[config.mk]
export PLATFORM = sky130hd
export DESIGN_NAME = wdm_fifo_writer
export DESIGN_NICKNAME = d
export VERILOG_FILES = /design/src/rtl/wdm_fifo_writer.sv
export SDC_FILE = /design/constraint.sdc
export NUM_CORES = 1
export LEC_CHECK = 0
export ABC_AREA = 1
export CORE_ASPECT_RATIO = 1.2
export CORE_MARGIN = 2
export CORE_UTILIZATION = 25
export DETAILED_ROUTE_END_ITERATION = 10
export DONT_BUFFER_PORTS = 1
export PLACE_DENSITY_LB_ADDON = 0.12
export SETUP_SLACK_MARGIN = 0.3
export SLEW_MARGIN = 15
export SYNTH_ARGS = -nofsm -noshare
export SYNTH_HDL_FRONTEND = slang
export SYNTH_SLANG_ARGS = --single-unit
[constraint.sdc]
create_clock -name i_clk -period 0.86 [get_ports i_clk]
set_clock_uncertainty 0.05 [all_clocks]
set_input_delay 0.086 -clock i_clk [delete_from_list [all_inputs] [get_ports i_clk]]
set_output_delay 0.086 -clock i_clk [all_outputs]
set_load 0.05 [all_outputs]
[src/rtl/wdm_fifo_writer.sv]
// Purpose: write-side companion of the packet FIFO reader; moves an upstream byte stream into the FIFO.
// Latency: 1 cycle from an accepted input byte to o_fifo_wr when the elastic buffer is empty.
// Backpressure: i_fifo_full/i_fifo_af stall writes into a DEPTH-entry elastic buffer; bytes are dropped only when it overflows.
module wdm_fifo_writer #(
  parameter int DEPTH = 4,
  parameter int DW    = 8
) (
  input  logic          i_clk,
  input  logic          i_rst,
  input  logic          i_data_wr,
  input  logic [DW-1:0] iv_data,
  input  logic          i_fifo_full,
  input  logic          i_fifo_af,
  output logic          o_fifo_wr,
  output logic [DW-1:0] ov_fifo_data,
  output logic          o_overflow,
  output logic [7:0]    ov_drop_cnt
);

  localparam int AW = $clog2(DEPTH);
  localparam int CW = AW + 1;
  localparam logic [CW-1:0] FULL_CNT = CW'(DEPTH);
  localparam logic [CW-1:0] CNT_ONE  = CW'(1);
  localparam logic [AW-1:0] PTR_ONE  = AW'(1);

  // Reset is applied to the logic immediately but released only on a clock
  // edge, two flops deep, so no flop sees a reset release near the edge.
  logic rst_meta;
  logic rst_sync;

  // Reset synchroniser: asynchronous assert, synchronous release.
  always_ff @(posedge i_clk or posedge i_rst) begin
    if (i_rst) begin
      rst_meta <= 1'b1;
      rst_sync <= 1'b1;
    end else begin
      rst_meta <= 1'b0;
      rst_sync <= rst_meta;
    end
  end

  // Elastic buffer storage and bookkeeping.
  logic [DW-1:0] mem [DEPTH];
  logic [AW-1:0] rd_ptr;
  logic [AW-1:0] wr_ptr;
  logic [CW-1:0] count;

  logic allow;
  logic buf_empty;
  logic buf_full;
  logic pop;
  logic bypass;
  logic push;
  logic drop;

  // Per-cycle decisions: who drives the FIFO port and what happens to the input byte.
  always_comb begin
    buf_empty = (count == '0);
    buf_full  = (count == FULL_CNT);
    // While almost full, a write is never issued in the cycle right after
    // another one; that gap covers the FIFO's flag update lag.
    allow     = !i_fifo_full && (!i_fifo_af || !o_fifo_wr);
    // Buffered bytes always go first so ordering is kept.
    pop       = !buf_empty && allow;
    bypass    = buf_empty && i_data_wr && allow;
    // A full buffer still accepts a byte when its head leaves on the same edge.
    push      = i_data_wr && !bypass && (!buf_full || pop);
    drop      = i_data_wr && !bypass && buf_full && !pop;
  end

  // Buffer storage write; contents need no reset because count gates every read.
  always_ff @(posedge i_clk) begin
    if (push) begin
      mem[wr_ptr] <= iv_data;
    end
  end

  // Pointer and occupancy tracking; pointers wrap naturally at DEPTH.
  always_ff @(posedge i_clk or posedge rst_sync) begin
    if (rst_sync) begin
      rd_ptr <= '0;
      wr_ptr <= '0;
      count  <= '0;
    end else begin
      if (pop) begin
        rd_ptr <= rd_ptr + PTR_ONE;
      end
      if (push) begin
        wr_ptr <= wr_ptr + PTR_ONE;
      end
      case ({push, pop})
        2'b10:   count <= count + CNT_ONE;
        2'b01:   count <= count - CNT_ONE;
        default: count <= count;
      endcase
    end
  end

  // Registered FIFO write port; data holds its last value when no write is issued.
  always_ff @(posedge i_clk or posedge rst_sync) begin
    if (rst_sync) begin
      o_fifo_wr    <= 1'b0;
      ov_fifo_data <= '0;
    end else begin
      o_fifo_wr <= pop || bypass;
      if (pop) begin
        ov_fifo_data <= mem[rd_ptr];
      end else if (bypass) begin
        ov_fifo_data <= iv_data;
      end
    end
  end

  // Overflow pulse and saturating dropped-byte counter.
  always_ff @(posedge i_clk or posedge rst_sync) begin
    if (rst_sync) begin
      o_overflow  <= 1'b0;
      ov_drop_cnt <= 8'd0;
    end else begin
      o_overflow <= drop;
      if (drop && (ov_drop_cnt != 8'hFF)) begin
        ov_drop_cnt <= ov_drop_cnt + 8'd1;
      end
    end
  end

endmodule

**Yosys cells after proc, flatten, opt, wreduce, memory -nomap -nowiden**

Memories as Yosys holds them, arrays and structs flattened.
Index checks and enable logic that the tools add are counted.

- Input bits: 13
- Bits in latches: 0
- Output and inout port bits: 18
- Bits in read-only memories: 0
- Word-level logic and storage cells: 46
- Register bits after elaboration: 27
- Memories kept: 1
- Memory bits (writable): 32

Memories:

| name | words | bits a word | read ports | clocked after memory_dff | write ports | RTL line | text |
|---|---|---|---|---|---|---|---|
| mem | 4 | 8 | 1 | 0 | 1 | 43 | `logic [DW-1:0] mem [DEPTH];` |

- Reductions and logical operators: 22
- Div/mod/pow operators: 0
- Order comparisons: 0
- Equality and inequality tests: 4
- $add $sub $neg: 5
- $mul: 0
- Shifts and indexed selects: 0
- Bitwise logic cells: 0
- Mux-type cells: 5

Operators with widths:

| kind | count |
|---|---|
| $mux 8 | 2 |
| $logic_and 1x1->1 | 9 |
| $add 8x1->8 const B | 1 |
| $ne 8x8->1 const B | 1 |
| $logic_not 1->1 | 7 |
| $pmux 3 s2 | 1 |
| $add 2x1->2 const B | 2 |
| $reduce_bool 2->1 | 2 |
| $add 3x1->3 const B | 1 |
| $eq 3x3->1 const B | 1 |
| $logic_not 3->1 | 1 |
| $logic_or 1x1->1 | 3 |
| $sub 3x1->3 const B | 1 |
| $eq 2x1->1 const B | 1 |
| $eq 2x2->1 const B | 1 |
| $mux 1 | 2 |

**Depth between registers and ports, before layout**

Gate-level depths: netlist of run 1.

- Depth in word-level cells: 9
- Depth in mapped cells: 11

**Least setup slack after synthesis of run 1**

Ideal clock, no wire load.

- Path kind: flip-flop to flip-flop
- Start: reg o_fifo_wr
- End: mem mem[0][0] (enable)
- Cell stages (with the launch flop): 8
- Clock period less this slack: 1963 ps
- Buffers on the path: 0
- Required time: 439 ps
- Slack: -1103 ps
- Arrival: 1542 ps
- Library setup time: 371 ps
- Path through: dfrtp_1 > nand2_2 > nand2_2 > inv_2 > nor2_4 > nor2_1 > nand2_2 > nor2_1

- Longest elaborated chain between the ends: 9

Ends and longest elaborated chain:

| element | RTL line | text |
|---|---|---|
| start, declared | 14 | `output logic o_fifo_wr,` |
| start signal, assigned | 105 | `o_fifo_wr <= pop \|\| bypass;` |
| $logic_not 1->1 * | 62 | `allow = !i_fifo_full && (!i_fifo_af \|\| !o_fifo_wr);` |
| $logic_or 1x1->1 * | 62 |  |
| $logic_and 1x1->1 * | 62 |  |
| $logic_and 1x1->1 | 65 | `bypass = buf_empty && i_data_wr && allow;` |
| $logic_not 1->1 | 67 | `push = i_data_wr && !bypass && (!buf_full \|\| pop);` |
| $logic_and 1x1->1 | 67 |  |
| $logic_and 1x1->1 * | 67 |  |
| $mux 1 * | 73 | `if (push) begin` |
| $mux 1 (not written as such) * | 74 | `mem[wr_ptr] <= iv_data;` |
| end, declared | 43 |  |

Mark *: on every way between the ends. The rest lies on a longest branch, timed or not.

**Worst setup path after layout of run 1**

- Start: reg o_fifo_wr
- End: mem mem[0][2] (enable)

Same word-level chain as after synthesis.

==> results.yml, run 1 <==
status:
  status: "finished, violations left"
  violations: "hold timing, setup timing"
sta:
  period_needed_ns: 1.514
  hold_violations: 50
  rsz0062_at_grt: "true"
  finalSetupViolCount: 75
  hold_slack_ns: -0.1944
  fmax_mhz: 660.6
  setup_slack_ns: -0.6538
  setup-tns-final_ns: -38.20
  slew_viol_final: 0
  min_period_over_period_pct: 176.0
job:
  cap_violations: 0
yosys:
  synthXorXnorAreaFrac_pct: 1.239
  avgSynthCellArea_um2: 9.001
  seq_area_frac_synth_pct: 57.99
  yosysTopAreaCell: "edfxtp_1"
  synth_compound_area_share_pct: 2.833
  synthSimpleGateAreaFrac_pct: 25.10
  synth_cell_type_count: 24
  synth_nets: 333
  synth_cells: 314
  ys_warn_count: 0
  synth.area.top_cells: "edfxtp_1 (34%), dfrtp_1 (22%), nand2_1 (13%)"
  synthArstFlopShare_pct: 45.76
  synth_fa_ha_area_share_pct: 2.922
  yosys.area.top_type_share_pct: 34.00
  synth_mux_area_share_pct: 0
  ys_seq_elements: 59
  synth_top_family_by_area: "simple AND/OR/NAND/NOR gates"
  syn_area_um2: 2826
  synth_edf_count: 32
  synth_flop_cell: "edfxtp_1"
clock_tree:
  cts_sinks: 59
  clock_path_buffers: 2
  clkTransAtPathRegs_ns: 0.05
  clockRootBuffer: "clkbuf_16"
  cts_tree: "yes"
  cts_hold_buf: 1
  clock_latency_ns: 0.32
  cts_max_level: 3
  numCtsBuffers: 9
worst_setup_path:
  cp.arrival_ns: 1.47
  cp_max_fo: 8
  cpPeakStageDelay_ns: 0.40
  crit_path_end_kind: "register"
  required_ns: 0.81
  slowest_stage: "dfrtp_2"
  criticalPathCategory: "register to register"
  worstSetupStartpointType: "register"
  cp_common_cell: "nor2_4"
  r2r_setup_slack_ns: -0.65
  crit_chain: "nand2_2 -> nand2_2 -> inv_4 -> nor2_4 -> nor2_4 -> nand2_4 -> nor2_4"
layout:
  mostFrequentLayoutCell: "nand2_1"
  area_delta_synth_final_pct: 46.13
  layout_common_cells: "nand2_1 (96), inv_1 (54), buf_4 (40)"
  final_cells: 530
  drive_gt1_share_pct: 35.18
  layout.nets: 412
  diodes: 0
  fin_util_pct: 37.43
pwr:
  seqPwrFrac_pct: 31.4
  clockPowerShare_pct: 27.4
  p_per_area_nw_per_um2: 3316
  p_int_w: 0.008628
  ir_drop_v: 0.001198
  p_leak_nw: 1.973
  switching_share_pct: 37.01
  netSwitchingPower_w: 0.005069
  comb_power_share_pct: 41.3
global_routing:
  grt_pass1_vias: 2149
  grt_max_degree: 18
  antenna_found_initial: 0
  grt_overflow: 0
  grt_first_pass_wirelength_mm: 11.43
  track_usage_pct: 12.72
die:
  start_util_pct: 25.61
  rows: 42
  die_y_um: 120.5
  coreArea_um2: 11040
  die_area_um2: 12180
  io-pin-count: 31
  die_w_um: 101.1
detailed_routing:
  finalWirelength_mm: 7.224
  drt_iter0_markers: 45
  dr.pass1.iters: 4
  via_per_inst: 4.134
  routedWlPerCell_um: 13.63
  drtAntennaViolNets: 0
  drc: 0
  vias: 2191
placement:
  dp_cells: 496
  gp_congestion: 0.7319
  portBuffers: 0
  place_hpwl_mm: 5.131
worst_hold_path:
  hp-class: "input pin to register"
-- layout make-up --
type,instances,area (um2)
multi-input cells,187,1025
well taps,132,165.2
clock inverters,3,63.81
inverters,63,247.7
repair buffers,73,726.9
flip-flops and latches,59,1662
clock buffers,13,240.2
fillers,1128,6905
-- timing repair --
action	in CTS	in global routing
hold endpoints to repair	53	43
pin swaps	4	8
buffers inserted	11	6
resized for setup	41	7
endpoints found under the setup margin	91	76
-- state kept, by name, summed over array words and instances (netlist names) --
name          cells
mem              32
ov_drop_cnt       8
ov_fifo_data      8
count             3
rd_ptr            2
wr_ptr            2
o_fifo_wr         1
o_overflow        1
rst_meta          1
rst_sync          1
-- critical path: cells and delay by family, from the launching register on --
family,cells,cell delay [ns]
DFF,1,0.40
buffers and inverters,1,0.09
and+or+nand+nor,6,0.65
-- routing by layer --
| metal | GRT usage (%) | part of all wire, % |
|---|---|---|
| met1 | 14.71 | 43 |
| met2 | 21.27 | 50 |
| met3 | 3.988 | 5.3 |
| met4 | 5.828 | 2.2 |
| met5 | 0 | 0 |
-- cells in the mapped netlist (3+ instances only) --
cell,count
dfrtp_1,25
inv_1,59
nor2_1,16
ha_1,5
nand3_1,27
nand2_1,100
nand4_1,4
nand2_2,5
a21oi_1,8
xor2_1,4
inv_2,3
nor2_4,4
edfxtp_1,32
o21ai_0,8
-- path summary, 6_finish.rpt --
check                                start               to  cells after the start
max in group asynchronous         rst_sync   ov_drop_cnt[5]                      2
worst min-delay path            iv_data[7]        mem[2][7]                      0
worst max-delay path             o_fifo_wr        mem[0][2]                      7
worst min register to register    rst_sync  ov_fifo_data[0]                      2
worst max register to register   o_fifo_wr        mem[0][2]                      7
min in group asynchronous            i_rst         rst_meta                      2
-- power by group through the flow --
| stage | sequential [W] | combinational, W | clock [W] |
|---|---|---|---|
| after floorplan | 0.00522 | 0.00251 | 0 |
| after global placement | 0.00431 | 0.00515 | 0 |
| after detailed placement | 0.00431 | 0.00518 | 0 |
| after CTS | 0.00430 | 0.00560 | 0.00386 |
| after global routing | 0.00438 | 0.00624 | 0.00399 |
| final | 0.00430 | 0.00565 | 0.00375 |
-- cells by family after synthesis --
family | count (synthesis)
AOI/OAI and AO/OA | 16
buffers and inverters | 68
other | 1
DFF | 59
xor gates and xnor gates | 4
adders and majority gates | 6
and+or+nand+nor | 160
-- stage by stage --
stage | cell area (um2) | setup WS, ns | hold WS [ns] | total power (W)
5_1_grt | 4130 | -0.7527 | -0.2119 | 0.01461
4_1_cts | 4063 | -0.6734 | -0.2056 | 0.01376
3_3_place_gp | 3512 | -0.6567 | -0.03841 | 0.009460
3_5_place_dp | 3512 | -0.6785 | -0.02936 | 0.009494
2_1_floorplan | 2937 | -0.7595 | -0.05250 | 0.007738
6_report | 4130 | -0.6538 | -0.1944 | 0.01370
No activity file was read; power rests on OpenSTA's default activity.
==> run 2, diff against run 1 <==
Settings changed: RECOVER_POWER from default to 100.
==> run 2 against run 1 <==
The flow still finishes with violations (hold timing, setup timing). Wire length hardly changed. Global-route usage stayed put. Via count hardly changed. Sequential power hardly changed. Hold slack hardly changed. Sequential share of layout area is 0.36 points higher. Largest cell class unchanged. Largest power group unchanged.
==> results.yml, run 2 (synthesis results as in run 1) <==
worst_setup_path:
  cp_max_fo: 8
  cp.arrival_ns: 1.47
  r2r_setup_slack_ns: -0.65
  criticalPathCategory: "register to register"
  crit_path_end_kind: "register"
  reg2reg_depth: 7
  worstSetupStartpointType: "register"
  required_ns: 0.81
pwr:
  netSwitchingPower_w: 0.005064
  p_per_area_nw_per_um2: 3340
  clockPowerShare_pct: 27.4
  comb_power_share_pct: 41.2
  p_int_w: 0.008610
  ir_drop_v: 0.001198
  p_leak_nw: 1.959
  switching_share_pct: 37.03
  seqPwrFrac_pct: 31.4
clock_tree:
  numCtsBuffers: 9
  cts_hold_buf: 1
  clkTransAtPathRegs_ns: 0.05
  cts_tree: "yes"
  cts_max_level: 3
  clockRootBuffer: "clkbuf_16"
  cts_sinks: 59
  clock_path_buffers: 2
  clock_latency_ns: 0.32
layout:
  fin_util_pct: 37.10
  fillers: 1133
  mostFrequentLayoutCell: "nand2_1"
  layout.nets: 412
  drive_gt1_share_pct: 34.92
  multi_input_area_um2: 1025
  diodes: 0
  layout_common_cells: "nand2_1 (96), inv_1 (54), buf_4 (39)"
  final_cells: 530
  area_delta_synth_final_pct: 44.84
  top_register: "mem"
  seqCellArea_um2: 1662
  final_cell_area_um2: 4094
  largest_reg_flops: 32
  top_regs: "mem (32), ov_drop_cnt (8), ov_fifo_data (8)"
sta:
  setup_slack_ns: -0.6538
  setup-tns-final_ns: -38.20
  finalSetupViolCount: 75
  min_period_over_period_pct: 176.0
  hold_slack_ns: -0.1944
  slew_viol_final: 0
  hold_violations: 50
  period_needed_ns: 1.514
  fmax_mhz: 660.6
  rsz0062_at_grt: "true"
detailed_routing:
  drt_iter0_markers: 44
  drtAntennaViolNets: 0
  dr.pass1.iters: 4
  routedWlPerCell_um: 13.62
  finalWirelength_mm: 7.217
  vias: 2190
  via_per_inst: 4.132
  drc: 0
global_routing:
  antenna_found_initial: 0
  gr-usage-met2_pct: 21.27
  gr-usage-met3_pct: 3.988
  grt_max_degree: 18
  grt_use_met1_pct: 14.71
  top_usage_layer: "met2"
  grt_overflow: 0
  grt_first_pass_wirelength_mm: 11.43
  grt_pass1_vias: 2149
  track_usage_pct: 12.72
status:
  status: "finished, violations left"
  violations: "hold timing, setup timing"
die:
  die_y_um: 120.5
  rows: 42
  start_util_pct: 25.61
  coreArea_um2: 11040
  die_area_um2: 12180
  io-pin-count: 31
  die_w_um: 101.1
worst_hold_path:
  hp-class: "input pin to register"
  worstHoldPathCells: 0
placement:
  place_area_um2: 3512
  dp_cells: 496
  gp_congestion: 0.7319
  portBuffers: 0
  place_hpwl_mm: 5.131
job:
  cap_violations: 0
## run 2: power by group through the flow
stage	combinational (W)	clock, W	sequential (W)
after global placement	0.00515	0	0.00431
after global routing	0.00622	0.00399	0.00438
final	0.00563	0.00375	0.00430
after floorplan	0.00251	0	0.00522
after detailed placement	0.00518	0	0.00431
after CTS	0.00560	0.00386	0.00430
## run 2: final timing paths
path	end	start
worst max-delay path	mem[0][2]	o_fifo_wr
worst min register to register	ov_drop_cnt[0]	rst_sync
worst max register to register	mem[0][2]	o_fifo_wr
min in group asynchronous	rst_meta	i_rst
worst min-delay path	mem[2][7]	iv_data[7]
max in group asynchronous	ov_drop_cnt[5]	rst_sync
## run 2: per-stage QoR
stage | worst slack, ns | total power, W
floorplan | -0.7595 | 0.007738
global placement | -0.6567 | 0.009460
detailed placement | -0.6785 | 0.009494
CTS | -0.6734 | 0.01376
global route | -0.7527 | 0.01459
finish | -0.6538 | 0.01367
## run 2: critical path, cell delays in order, from the launching register on
cell and delay [ns]:
dfrtp_2 0.40, nand2_2 0.08, nand2_2 0.07, inv_4 0.09, nor2_4 0.04, nor2_4 0.10
nand2_4 0.11, nor2_4 0.25
## run 2: routing by layer
metal,routed length [um],vias up
met4,157,0
met1,3086,1003
met3,383,14
met5,0,-
li1,-,1132
met2,3590,41
## run 2: layout make-up
class,instances,share of cell area [%]
Sequential cell,59,40.59
Timing Repair Buffer,73,16.93
Multi-Input combinational cell,187,25.03
Tap cell,132,4.034
Clock buffer,13,5.868
Inverter,63,5.990
Clock inverter,3,1.559
## run 2: timing repair
action / in CTS / in global routing
endpoints found under the hold margin: 53 / 43
gates cloned: 0 / 0
endpoints found under the setup margin: 91 / 76
pin swaps: 4 / 8
resized for setup: 41 / 7
setup buffers: 11 / 6
==> run 3, diff against run 2 <==
Settings changed: BUFFER_PORTS_ARGS from default to -buffer_cell sky130_fd_sc_hd__buf_2, CAP_MARGIN from default to 25, CTS_BUF_LIST from default to sky130_fd_sc_hd__clkbuf_2, DONT_BUFFER_PORTS 1 to default.
==> run 3 against run 2 <==
The run still ends with hold timing, setup timing left. Global-route usage increased by 0.37 points. Critical path depth unchanged. Die area unchanged. Sequential cell count unchanged. Clock power decreased by 62%. Core utilization decreased by 0.70 points. Design area decreased by 1.9%. Non-clock buffer count increased by 19.
==> results.yml, run 3 (synthesis results as in run 1) <==
status:
  status: "finished, violations left"
  violations: "hold timing, setup timing"
sta:
  rsz0062_at_grt: "true"
  period_needed_ns: 1.541
  fmax_mhz: 649.0
  finalSetupViolCount: 75
  slew_viol_final: 0
  setup_slack_ns: -0.6808
  min_period_over_period_pct: 179.2
  hold_slack_ns: -0.1404
  hold_violations: 37
layout:
  top_regs: "mem (32), ov_drop_cnt (8), ov_fifo_data (8)"
  layout_common_cells: "nand2_1 (97), inv_1 (54), buf_4 (43)"
  area_delta_synth_final_pct: 42.10
  largest_reg_flops: 32
  final_cell_area_um2: 4016
  layout.nets: 431
  drive_gt1_share_pct: 36.45
  mostFrequentLayoutCell: "nand2_1"
  top_register: "mem"
  diodes: 0
clock_tree:
  cts_hold_buf: 1
  numCtsBuffers: 9
  cts_max_level: 3
  clockRootBuffer: "clkbuf_2"
  cts_tree: "yes"
  clkTransAtPathRegs_ns: 0.20
  clock_path_buffers: 2
  clock_latency_ns: 0.50
  cts_sinks: 59
detailed_routing:
  drtAntennaViolNets: 0
  via_per_inst: 4.158
  drc: 0
  vias: 2283
  routedWlPerCell_um: 13.49
  dr.pass1.iters: 4
  drt_iter0_markers: 34
  finalWirelength_mm: 7.406
worst_setup_path:
  crit_start: "o_fifo_wr"
  worstSetupStartpointType: "register"
  r2r_setup_slack_ns: -0.68
  crit_path_end_kind: "register"
  reg2reg_from: "o_fifo_wr"
  cp.arrival_ns: 1.67
  required_ns: 0.99
  criticalPathCategory: "register to register"
  cp_max_fo: 8
  reg2reg_depth: 7
global_routing:
  grt_pass1_vias: 2248
  track_usage_pct: 13.09
  grt_first_pass_wirelength_mm: 11.83
  grt_max_degree: 18
  grt_overflow: 0
  antenna_found_initial: 0
placement:
  gp_congestion: 0.7242
  portBuffers: 30
  place_area_um2: 3620
  place_hpwl_mm: 5.255
die:
  start_util_pct: 25.61
  die_y_um: 120.5
  rows: 42
  die_area_um2: 12180
  die_w_um: 101.1
  coreArea_um2: 11040
  io-pin-count: 31
worst_hold_path:
  worstHoldPathCells: 1
  hp-start: "iv_data[5]"
  hp-class: "input pin to register"
pwr:
  p_leak_nw: 1.951
  p_total_w: 0.01170
  ir_drop_v: 0.001127
  p_per_area_nw_per_um2: 2913
job:
  cap_violations: 0
==> run 3: cell types whose count changed in the layout (fill, tap and decap cells not counted), moves of 2 or more <==
cell       before  now
clkbuf_1        5    9
buf_4          39   43
nand2_2         7    5
nand3_4         1    3
buf_12          1    3
clkbuf_2        2   13
clkinv_2        0    2
buf_2           0    5
clkinv_1        1    3
clkbuf_16       9    0
bufinv_16       2    0
==> run 3: final cells by class <==
| class | count | area, um2 |
|---|---|---|
| fill | 1153 | 7019 |
| multi-input combinational | 187 | 1047 |
| clock buffer | 11 | 55.05 |
| inverter | 63 | 247.7 |
| tap | 132 | 165.2 |
| clock inverter | 5 | 21.27 |
| timing repair buffer | 92 | 818.3 |
| sequential | 59 | 1662 |
==> run 3: worst max-delay path, stage by stage (launching register included) <==
cell	delay (ns)
dfrtp_2	0.45
nand2_4	0.07
nand2_4	0.06
clkinv_4	0.06
nor2_4	0.04
nor2_4	0.12
nand2_4	0.13
nor2_4	0.27
==> run 3: timing repair <==
action,in CTS,in global routing
pin swaps,8,15
setup buffers,13,2
hold endpoints to repair,42,40
resized for setup,60,9
setup endpoints to repair,94,79
==> run 3: routing by layer <==
metal	global-route usage [%]	part of all wire (%)
met1	15.81	44
met2	22.64	52
met3	3.179	3.3
met4	4.307	0.99
met5	0	0
==> run 3: final timing paths <==
check                                 end
max reg2reg                     mem[1][1]
min                             mem[1][5]
max in group asynchronous       o_fifo_wr
max                             mem[1][1]
min in group asynchronous        rst_sync
min reg2reg                ov_drop_cnt[3]
==> run 3: stage by stage <==
stage | utilization, % | std cells | setup WS (ns) | TNS [ns]
3_5_place_dp | 32.80 | 517 | -0.6802 | -34.87
2_1_floorplan | - | 314 | -0.7595 | -36.03
6_report | 36.39 | 549 | -0.6808 | -41.66
5_1_grt | 36.39 | 549 | -0.7729 | -48.17
4_1_cts | 36.44 | 547 | -0.6985 | -43.11
3_3_place_gp | 32.80 | 517 | -0.6535 | -33.87
==> run 3: where the power goes <==
group | internal (W) | leakage (nW) | switching (W)
Sequential | 0.00381 | 0.603 | 0.000419
Combinational | 0.00248 | 1.29 | 0.00356
Clock | 0.000369 | 0.0582 | 0.00107
